## src/rtl/hawk_att_lookup.sv

```systemverilog
// hawk_att_lookup: one-at-a-time ATT entry fetch over AXI read, decoded into a host page translation.
// Optional single 64B ATT block cache is built when HACD_ATT_BLK_CACHE_EN is defined.
module hawk_att_lookup #(
    parameter logic [63:0] ATT_BASE  = 64'hFFF6100000,
    parameter logic [63:0] HPPA_BASE = 64'hFFF6400000,
    parameter int unsigned ENTRY_CNT = 8
) (
    input  logic         clk,
    input  logic         rst,
    input  logic         lkup_valid,
    input  logic [51:0]  lkup_hppa,
    output logic         lkup_ready,
    input  logic         att_inv,
    output logic [63:0]  ar_addr,
    output logic         ar_valid,
    input  logic         ar_ready,
    input  logic [511:0] r_data,
    input  logic [1:0]   r_resp,
    input  logic         r_valid,
    input  logic         r_last,
    output logic         r_ready,
    output logic         trnsl_valid,
    output logic [51:0]  trnsl_ppa,
    output logic [1:0]   trnsl_sts,
    output logic [9:0]   trnsl_zpd,
    output logic         trnsl_allow,
    output logic         trnsl_err,
    input  logic         trnsl_ready
);
    typedef enum logic [1:0] {S_IDLE, S_AR, S_RWAIT, S_RESP} state_t;

    localparam logic [51:0] HPPA_PG   = HPPA_BASE[63:12];
    localparam logic [51:0] ENTRY_LIM = 52'(ENTRY_CNT);

    state_t      state_q, state_d;
    logic [63:0] ar_addr_q, ar_addr_d;
    logic [2:0]  slot_q, slot_d;
    logic [51:0] ppa_q, ppa_d;
    logic [1:0]  sts_q, sts_d;
    logic [9:0]  zpd_q, zpd_d;
    logic        allow_q, allow_d;
    logic        err_q, err_d;

    logic [51:0]  idx;
    logic [63:0]  ent_addr, blk_addr;
    logic         in_range, cache_hit;
    logic [511:0] src_blk;
    logic [2:0]   src_slot;
    logic [1:0]   src_resp;
    logic [63:0]  entry;
    logic [1:0]   dec_sts;
    logic         dec_err, dec_allow;

`ifdef HACD_ATT_BLK_CACHE_EN
    logic         cache_vld_q, cache_vld_d;
    logic [63:0]  cache_addr_q, cache_addr_d;
    logic [511:0] cache_blk_q, cache_blk_d;
`else
    logic unused_att_inv;
    assign unused_att_inv = att_inv;
`endif

    always_comb begin
        idx      = lkup_hppa - HPPA_PG;
        ent_addr = ATT_BASE + {9'd0, idx, 3'd0};
        blk_addr = ent_addr & ~64'h3F;
        in_range = idx < ENTRY_LIM;

`ifdef HACD_ATT_BLK_CACHE_EN
        // An invalidate in the same cycle as a lookup must not be bypassed by a hit.
        cache_hit = cache_vld_q && !att_inv && (cache_addr_q == blk_addr);
        src_blk   = (state_q == S_IDLE) ? cache_blk_q : r_data;
        src_slot  = (state_q == S_IDLE) ? idx[2:0]    : slot_q;
        src_resp  = (state_q == S_IDLE) ? 2'b00       : r_resp;
`else
        cache_hit = 1'b0;
        src_blk   = r_data;
        src_slot  = slot_q;
        src_resp  = r_resp;
`endif
        entry     = src_blk[64*src_slot +: 64];
        dec_sts   = entry[1:0];
        dec_err   = src_resp != 2'b00;
        dec_allow = !dec_err && (dec_sts == 2'd1 || dec_sts == 2'd3);

        state_d   = state_q;
        ar_addr_d = ar_addr_q;
        slot_d    = slot_q;
        ppa_d     = ppa_q;
        sts_d     = sts_q;
        zpd_d     = zpd_q;
        allow_d   = allow_q;
        err_d     = err_q;
`ifdef HACD_ATT_BLK_CACHE_EN
        cache_vld_d  = cache_vld_q;
        cache_addr_d = cache_addr_q;
        cache_blk_d  = cache_blk_q;
`endif

        case (state_q)
            S_IDLE: begin
                if (lkup_valid) begin
                    if (!in_range) begin
                        state_d = S_RESP;
                        ppa_d   = '0;
                        sts_d   = '0;
                        zpd_d   = '0;
                        allow_d = 1'b0;
                        err_d   = 1'b1;
                    end else if (cache_hit) begin
                        state_d = S_RESP;
                        zpd_d   = entry[63:54];
                        ppa_d   = entry[53:2];
                        sts_d   = dec_sts;
                        allow_d = dec_allow;
                        err_d   = dec_err;
                    end else begin
                        ar_addr_d = blk_addr;
                        slot_d    = idx[2:0];
                        state_d   = S_AR;
                    end
                end
            end
            S_AR: begin
                if (ar_ready) state_d = S_RWAIT;
            end
            S_RWAIT: begin
                // Only the last beat carries the entry; earlier beats are dropped.
                if (r_valid && r_last) begin
                    state_d = S_RESP;
                    zpd_d   = entry[63:54];
                    ppa_d   = entry[53:2];
                    sts_d   = dec_sts;
                    allow_d = dec_allow;
                    err_d   = dec_err;
`ifdef HACD_ATT_BLK_CACHE_EN
                    if (r_resp == 2'b00) begin
                        cache_vld_d  = 1'b1;
                        cache_addr_d = ar_addr_q;
                        cache_blk_d  = r_data;
                    end
`endif
                end
            end
            S_RESP: begin
                if (trnsl_ready) state_d = S_IDLE;
            end
            default: state_d = S_IDLE;
        endcase

`ifdef HACD_ATT_BLK_CACHE_EN
        if (att_inv) cache_vld_d = 1'b0;
`endif
    end

    always_ff @(posedge clk or posedge rst) begin
        if (rst) begin
            state_q   <= S_IDLE;
            ar_addr_q <= '0;
            slot_q    <= '0;
            ppa_q     <= '0;
            sts_q     <= '0;
            zpd_q     <= '0;
            allow_q   <= 1'b0;
            err_q     <= 1'b0;
`ifdef HACD_ATT_BLK_CACHE_EN
            cache_vld_q  <= 1'b0;
            cache_addr_q <= '0;
            cache_blk_q  <= '0;
`endif
        end else begin
            state_q   <= state_d;
            ar_addr_q <= ar_addr_d;
            slot_q    <= slot_d;
            ppa_q     <= ppa_d;
            sts_q     <= sts_d;
            zpd_q     <= zpd_d;
            allow_q   <= allow_d;
            err_q     <= err_d;
`ifdef HACD_ATT_BLK_CACHE_EN
            cache_vld_q  <= cache_vld_d;
            cache_addr_q <= cache_addr_d;
            cache_blk_q  <= cache_blk_d;
`endif
        end
    end

    assign lkup_ready  = state_q == S_IDLE;
    assign ar_valid    = state_q == S_AR;
    assign ar_addr     = ar_addr_q;
    assign r_ready     = (state_q == S_IDLE) || (state_q == S_RWAIT);
    assign trnsl_valid = state_q == S_RESP;
    assign trnsl_ppa   = ppa_q;
    assign trnsl_sts   = sts_q;
    assign trnsl_zpd   = zpd_q;
    assign trnsl_allow = allow_q;
    assign trnsl_err   = err_q;

endmodule

```

## config.mk

```make
export PLATFORM = sky130hd
export DESIGN_NAME = hawk_att_lookup
export DESIGN_NICKNAME = d
export VERILOG_FILES = /design/src/rtl/hawk_att_lookup.sv
export SDC_FILE = /design/constraint.sdc
export NUM_CORES = 1
export LEC_CHECK = 0
export CAP_MARGIN = 40
export CELL_PAD_IN_SITES_DETAIL_PLACEMENT = 1
export CELL_PAD_IN_SITES_GLOBAL_PLACEMENT = 2
export CORE_AREA = 4 4 273 275
export DETAILED_ROUTE_END_ITERATION = 10
export DIE_AREA = 0 0 277 279
export GPL_ROUTABILITY_DRIVEN = 0
export PLACE_DENSITY_LB_ADDON = 0.1
export SETUP_SLACK_MARGIN = 0.5
export SYNTH_ARGS = -nofsm -noshare
export SYNTH_HDL_FRONTEND = slang
export SYNTH_SLANG_ARGS = --single-unit
```

## constraint.sdc

```tcl
create_clock -name clk -period 12 [get_ports clk]
set_clock_uncertainty 0.1 [all_clocks]
set_input_delay 2.4 -clock clk [delete_from_list [all_inputs] [get_ports clk]]
set_output_delay 2.4 -clock clk [all_outputs]
set_load 0.05 [all_outputs]
```

# == Word level (Yosys, flattened, before mapping) ==
# Index checks and enable logic that the tools add are counted.
# totals
reg_bits,129
inputBits,574
out_inout_bits,134
elab_cells,59
# classes
addsub,2
n_lt_le_gt_ge,1
eq_ne,10
n_shift,1
mux,26
n_reduce_logical,11
# op_table
operator,n
$shiftx A512 B10 Y64,1
$mux W52,3
$pmux W52 S2,1
$add A40 B55 Y56 const A,1
$lt A52 B4 Y1 const B,1
$sub A52 B28 Y52 const B,1
$mux W10,3
$pmux W10 S2,1
$mux W2,8
$pmux W2 S4,1
$reduce_and A4 Y1,2
$eq A2 B2 Y1 const B,3
$mux W1,6
$ne A2 B2 Y1 const B,3
$eq A2 B1 Y1 const B,2
$ne A2 B1 Y1 const B,2
$pmux W1 S2,2
$pmux W2 S2,1
$reduce_bool A2 Y1,2
$reduce_and A3 Y1,1
$logic_and A1 B1 Y1,2
$logic_not A2 Y1,1
$logic_or A1 B1 Y1,2
$logic_not A1 Y1,1

# == Depth between registers and ports, before layout ==
# logic_depth
word_depth,6
mapped_depth,12
depth_no_buf,10

# == Worst setup path before layout ==
# Ideal clock, no wire load.
# synth_path
path_kind,input -> register
from,in lkup_hppa[41]
to,reg allow_q (netlist: trnsl_allow)
setup_ns,0.121
arrival_ns,5.188
required_time_ns,11.779
path_slack_ns,6.591
cell_stages,10
path_buffers,2
path_cell_list,or4_4 > or3_1 > a2111oi_0 > xnor2_1 > nand2_1 > or4_1 > or3_1 > buf_6 > buf_6 > a22o_1
# synth_between
elab_chain_len,4
# synth_lines
element,line_no,text
start: declaration,11,"input logic [51:0] lkup_hppa,"
$sub A52 B28 Y52,64,idx = lkup_hppa - HPPA_PG;
$lt A52 B4 Y1,67,in_range = idx < ENTRY_LIM;
$ne A2 B2 Y1 (no line),-,
$reduce_and A4 Y1 (no line),-,
end signal: assignment,178,allow_q <= allow_d;
end: declaration,41,"logic allow_q, allow_d;"
# No other way between the ends.
# A chain may end at the register's enable or synchronous reset.

# == Final worst setup path ==
# layout_path
from,in lkup_hppa[10]
to,reg ppa_q[28] (netlist: trnsl_ppa[28])
# layout_between
elab_chain_len,4
# layout_lines
element,line_no,text
$sub A52 B28 Y52,64,
$lt A52 B4 Y1,67,
$ne A2 B2 Y1 (no line),-,
$reduce_and A4 Y1 (no line),-,
end signal: assignment,175,ppa_q <= ppa_d;
end: declaration,38,"logic [51:0] ppa_q, ppa_d;"
# No other way between the ends.

==> impl_metrics.yaml <==
status:
  status: "finished, final reports clean"
placement:
  dp.cells: 2364
  io_buffer_count: 692
  dp_hpwl_um: 50830
clocking:
  cts_hold_buf: 0
  h-tree-depth: 4
  cts_buffers: 17
  cts_root_buffer: "clkbuf_16"
  clk_path_buf_depth: 2
  clock-sinks: 121
  clkLatencyLatePin_ps: 460
  clk_pin_slew_ps: 60
  cts_tree: "yes"
  cts_setup_buffers: 0
  cts_resized: 0
critical_path:
  max_stage_delay_ps: 680
  endpoint_kind: "flip-flop"
  worst-path-buf-inv: 3
  worstReg2RegEnd: "trnsl_ppa[28]"
  crit_cells: 12
  critPathTopFamily: "simple AND/OR/NAND/NOR gates"
  cp_slowest_cell: "clkdlybuf4s50_1"
  cp_cell_sequence: "clkdlybuf4s50_1 > inv_1 > ha_1 > nor2b_1 > o21bai_1 > nand2_1 > mux2i_1 > o2111ai_1 > or4_1 > or3_4 > buf_16 > a22o_1"
  r2r_cells: 11
  cp.arrival_ps: 6420
  critPathKind: "input pin to flip-flop"
  startpoint_type: "input pin"
  rrSetupSlack_ps: 8080
  r2r_start: "state_q[1]"
  critical_path_required_ps: 12240
  critPathMaxFanout: 45
sta:
  grt_setup_unrepaired: "no"
  finalHoldViolCount: 0
  fmax_mhz: 161.9
  hold_ws_ps: 363.9
  drv_slew: 0
  fin_crit_sh_pct: 51.49
  min_period_ps: 6178
  finalSetupViolCount: 0
  fin_setup_tns_ps: 0
  worstMarginPinSlew_ps: 821.3
  maxSlewHeadroom_pct: 44.74
worst_hold_path:
  worstHoldStart: "ar_addr[32]"
  worstHoldEndpoint: "ar_addr[32]"
  min_path_type: "flip-flop to flip-flop"
  min_delay_path_depth: 1
finish:
  nNetsFinal: 2005
  syn2layout_area_growth_pct: 93.37
  fill_cells: 8094
  finalNonFillerCells: 2406
  drive_above_1_share_pct: 14.41
synth:
  synth_top_area_share_pct: 32.23
  ys_warn_count: 0
  avgSynthCellArea_um2: 12.33
  synth_cells: 762
  ys.flop_type: "dfrtp_1"
  ys_seq_area_share_pct: 32.23
  ys_types: 67
  yosys_register_bits: 121
  async_flop_share_pct: 100.0
  synth_area_leaders: "dfrtp_1, mux4_2, mux2i_1"
  yosys.area.top_type: "dfrtp_1"
  synth_edf_count: 0
  synth_area_um2: 9394
power:
  clockPowerShare_pct: 24.4
  power_density_nw_per_um2: 128.8
  switching_share_pct: 42.42
  internal-power_mw: 1.347
  netSwitchingPower_uw: 992.4
  p_seq_share_pct: 23.6
  p_leak_nw: 6.535
  pwr-share-comb_pct: 52.0
  finalPower_mw: 2.339
  peakVddDrop_mv: 0.1491
global_routing:
  grt_pass1_wl_um: 83680
  grt_max_degree: 61
  grt_pass1_vias: 11100
  grt_antenna_before_repair: 17
  grt_util_all_layers_pct: 15.08
  grt_overflow_total: 0
route:
  vias: 9632
  ant_nets: 0
  wl_per_cell_um: 25.06
  drc_errors: 0
  drt_iter0_markers: 331
  routed_via_density: 4.003
  drt-total-wl_um: 60290
  firstDrtPassIters: 4
floorplan:
  core_um2: 72340
  die_y_um: 279
  die_w_um: 277
  rows: 99
  start_util_pct: 12.99
  io_pins: 708
  die-area_um2: 77280
job:
  maxCapViolations: 0
power by group through the flow:
stage	Clock, mW	Sequential (mW)	Combinational [mW]
2_1_floorplan	0	0.845	0.360
3_3_place_gp	0	0.556	1.22
3_5_place_dp	0	0.556	1.25
4_1_cts	0.610	0.553	1.25
5_1_grt	0.619	0.563	1.30
6_report	0.570	0.552	1.22
worst max-delay path by stage:
stage,startpoint,endpoint,slack [ps]
2_1_floorplan,rst,ar_addr[10],6290
3_3_place_gp,lkup_hppa[10],slot_q[0],5150
3_5_place_dp,lkup_hppa[10],trnsl_ppa[28],5270
4_1_cts,lkup_hppa[10],trnsl_ppa[28],5820
5_1_grt,lkup_hppa[10],trnsl_ppa[28],5550
6_report,lkup_hppa[10],trnsl_ppa[28],5820
routing by layer:
layer  up-vias  wire length [um]  GRT usage (%)
met5         -                13              0
met2       391             32590          27.81
met3        46              4441          5.502
met1      4870             22440          16.18
li1       4323                 -              -
met4         2               807          4.350
cell usage after synthesis (all sizes together) (12+ instances only):
cell,count
clkbuf,31
mux4,128
nand3,13
mux2i,68
a22o,65
buf,49
nand2,18
and2,32
dfrtp,121
nor2,82
inv,12
nand2b,17
o21ai,14
metrics by stage:
step / util [%] / setup slack [ps] / area, um^2
3_3_place_gp: 23.86 / 5146 / 17260
3_5_place_dp: 24.21 / 5274 / 17510
6_report: 25.11 / 5822 / 18160
5_1_grt: 25.11 / 5550 / 18160
2_1_floorplan: - / 6286 / 9443
4_1_cts: 25.08 / 5822 / 18140
cells by family after synthesis:
family | count (synthesis) | synth area share (%)
compound gates | 114 | 10.03
xor+xnor | 10 | 0.9324
fa+ha+maj | 7 | 0.9323
buf+inv | 92 | 4.861
flops | 121 | 32.23
mux | 202 | 38.65
other cells | 1 | 0.03992
simple gates | 215 | 12.32
final cells by class:
| class | count | area, um^2 | share of cell area [%] |
|---|---|---|---|
| diodes | 10 | 25.02 | 0.1378 |
| clock buffers | 17 | 425.4 | 2.342 |
| clock inverters | 15 | 202.7 | 1.116 |
| inverters | 12 | 50.05 | 0.2755 |
| multi-input cells | 562 | 5983 | 32.94 |
| flip-flops and latches | 121 | 3039 | 16.73 |
| well taps | 959 | 1200 | 6.606 |
| repair buffers | 710 | 7239 | 39.85 |
sequential cells by signal, indices dropped and copies added, names as in the netlist:
register,flops
slot_q,3
trnsl_err,1
trnsl_allow,1
trnsl_zpd,10
trnsl_ppa,52
trnsl_sts,2
ar_addr,50
state_q,2
cells in the final DEF, fill, tap and decap left out, types with 3 or more instances in the layout:
cell type | netlist | routed
a211oi_1 | 4 | 4
a21oi_1 | 4 | 4
a22o_1 | 65 | 65
and2_1 | 32 | 32
and3_1 | 4 | 4
buf_12 | 0 | 3
buf_16 | 0 | 7
buf_4 | 16 | 8
bufinv_16 | 0 | 3
clkbuf_16 | 0 | 17
clkdlybuf4s50_1 | 0 | 692
clkinv_4 | 0 | 3
conb_1 | 1 | 14
dfrtp_1 | 121 | 118
dfrtp_4 | 0 | 3
diode_2 | 0 | 10
ha_1 | 7 | 7
inv_1 | 12 | 11
inv_6 | 0 | 7
inv_8 | 0 | 3
mux2_2 | 5 | 5
mux2i_1 | 68 | 68
mux4_2 | 128 | 128
nand2_1 | 17 | 16
nand2b_1 | 17 | 17
nand3_1 | 12 | 11
nand4_1 | 8 | 8
nand4b_1 | 3 | 3
nor2_1 | 82 | 82
nor3_1 | 5 | 5
nor4_1 | 4 | 4
o211ai_1 | 4 | 4
o21ai_0 | 14 | 14
or2_2 | 3 | 4
or3_1 | 4 | 3
or4_1 | 6 | 6
xnor2_1 | 8 | 8
No activity file was read; power rests on OpenSTA's default activity.
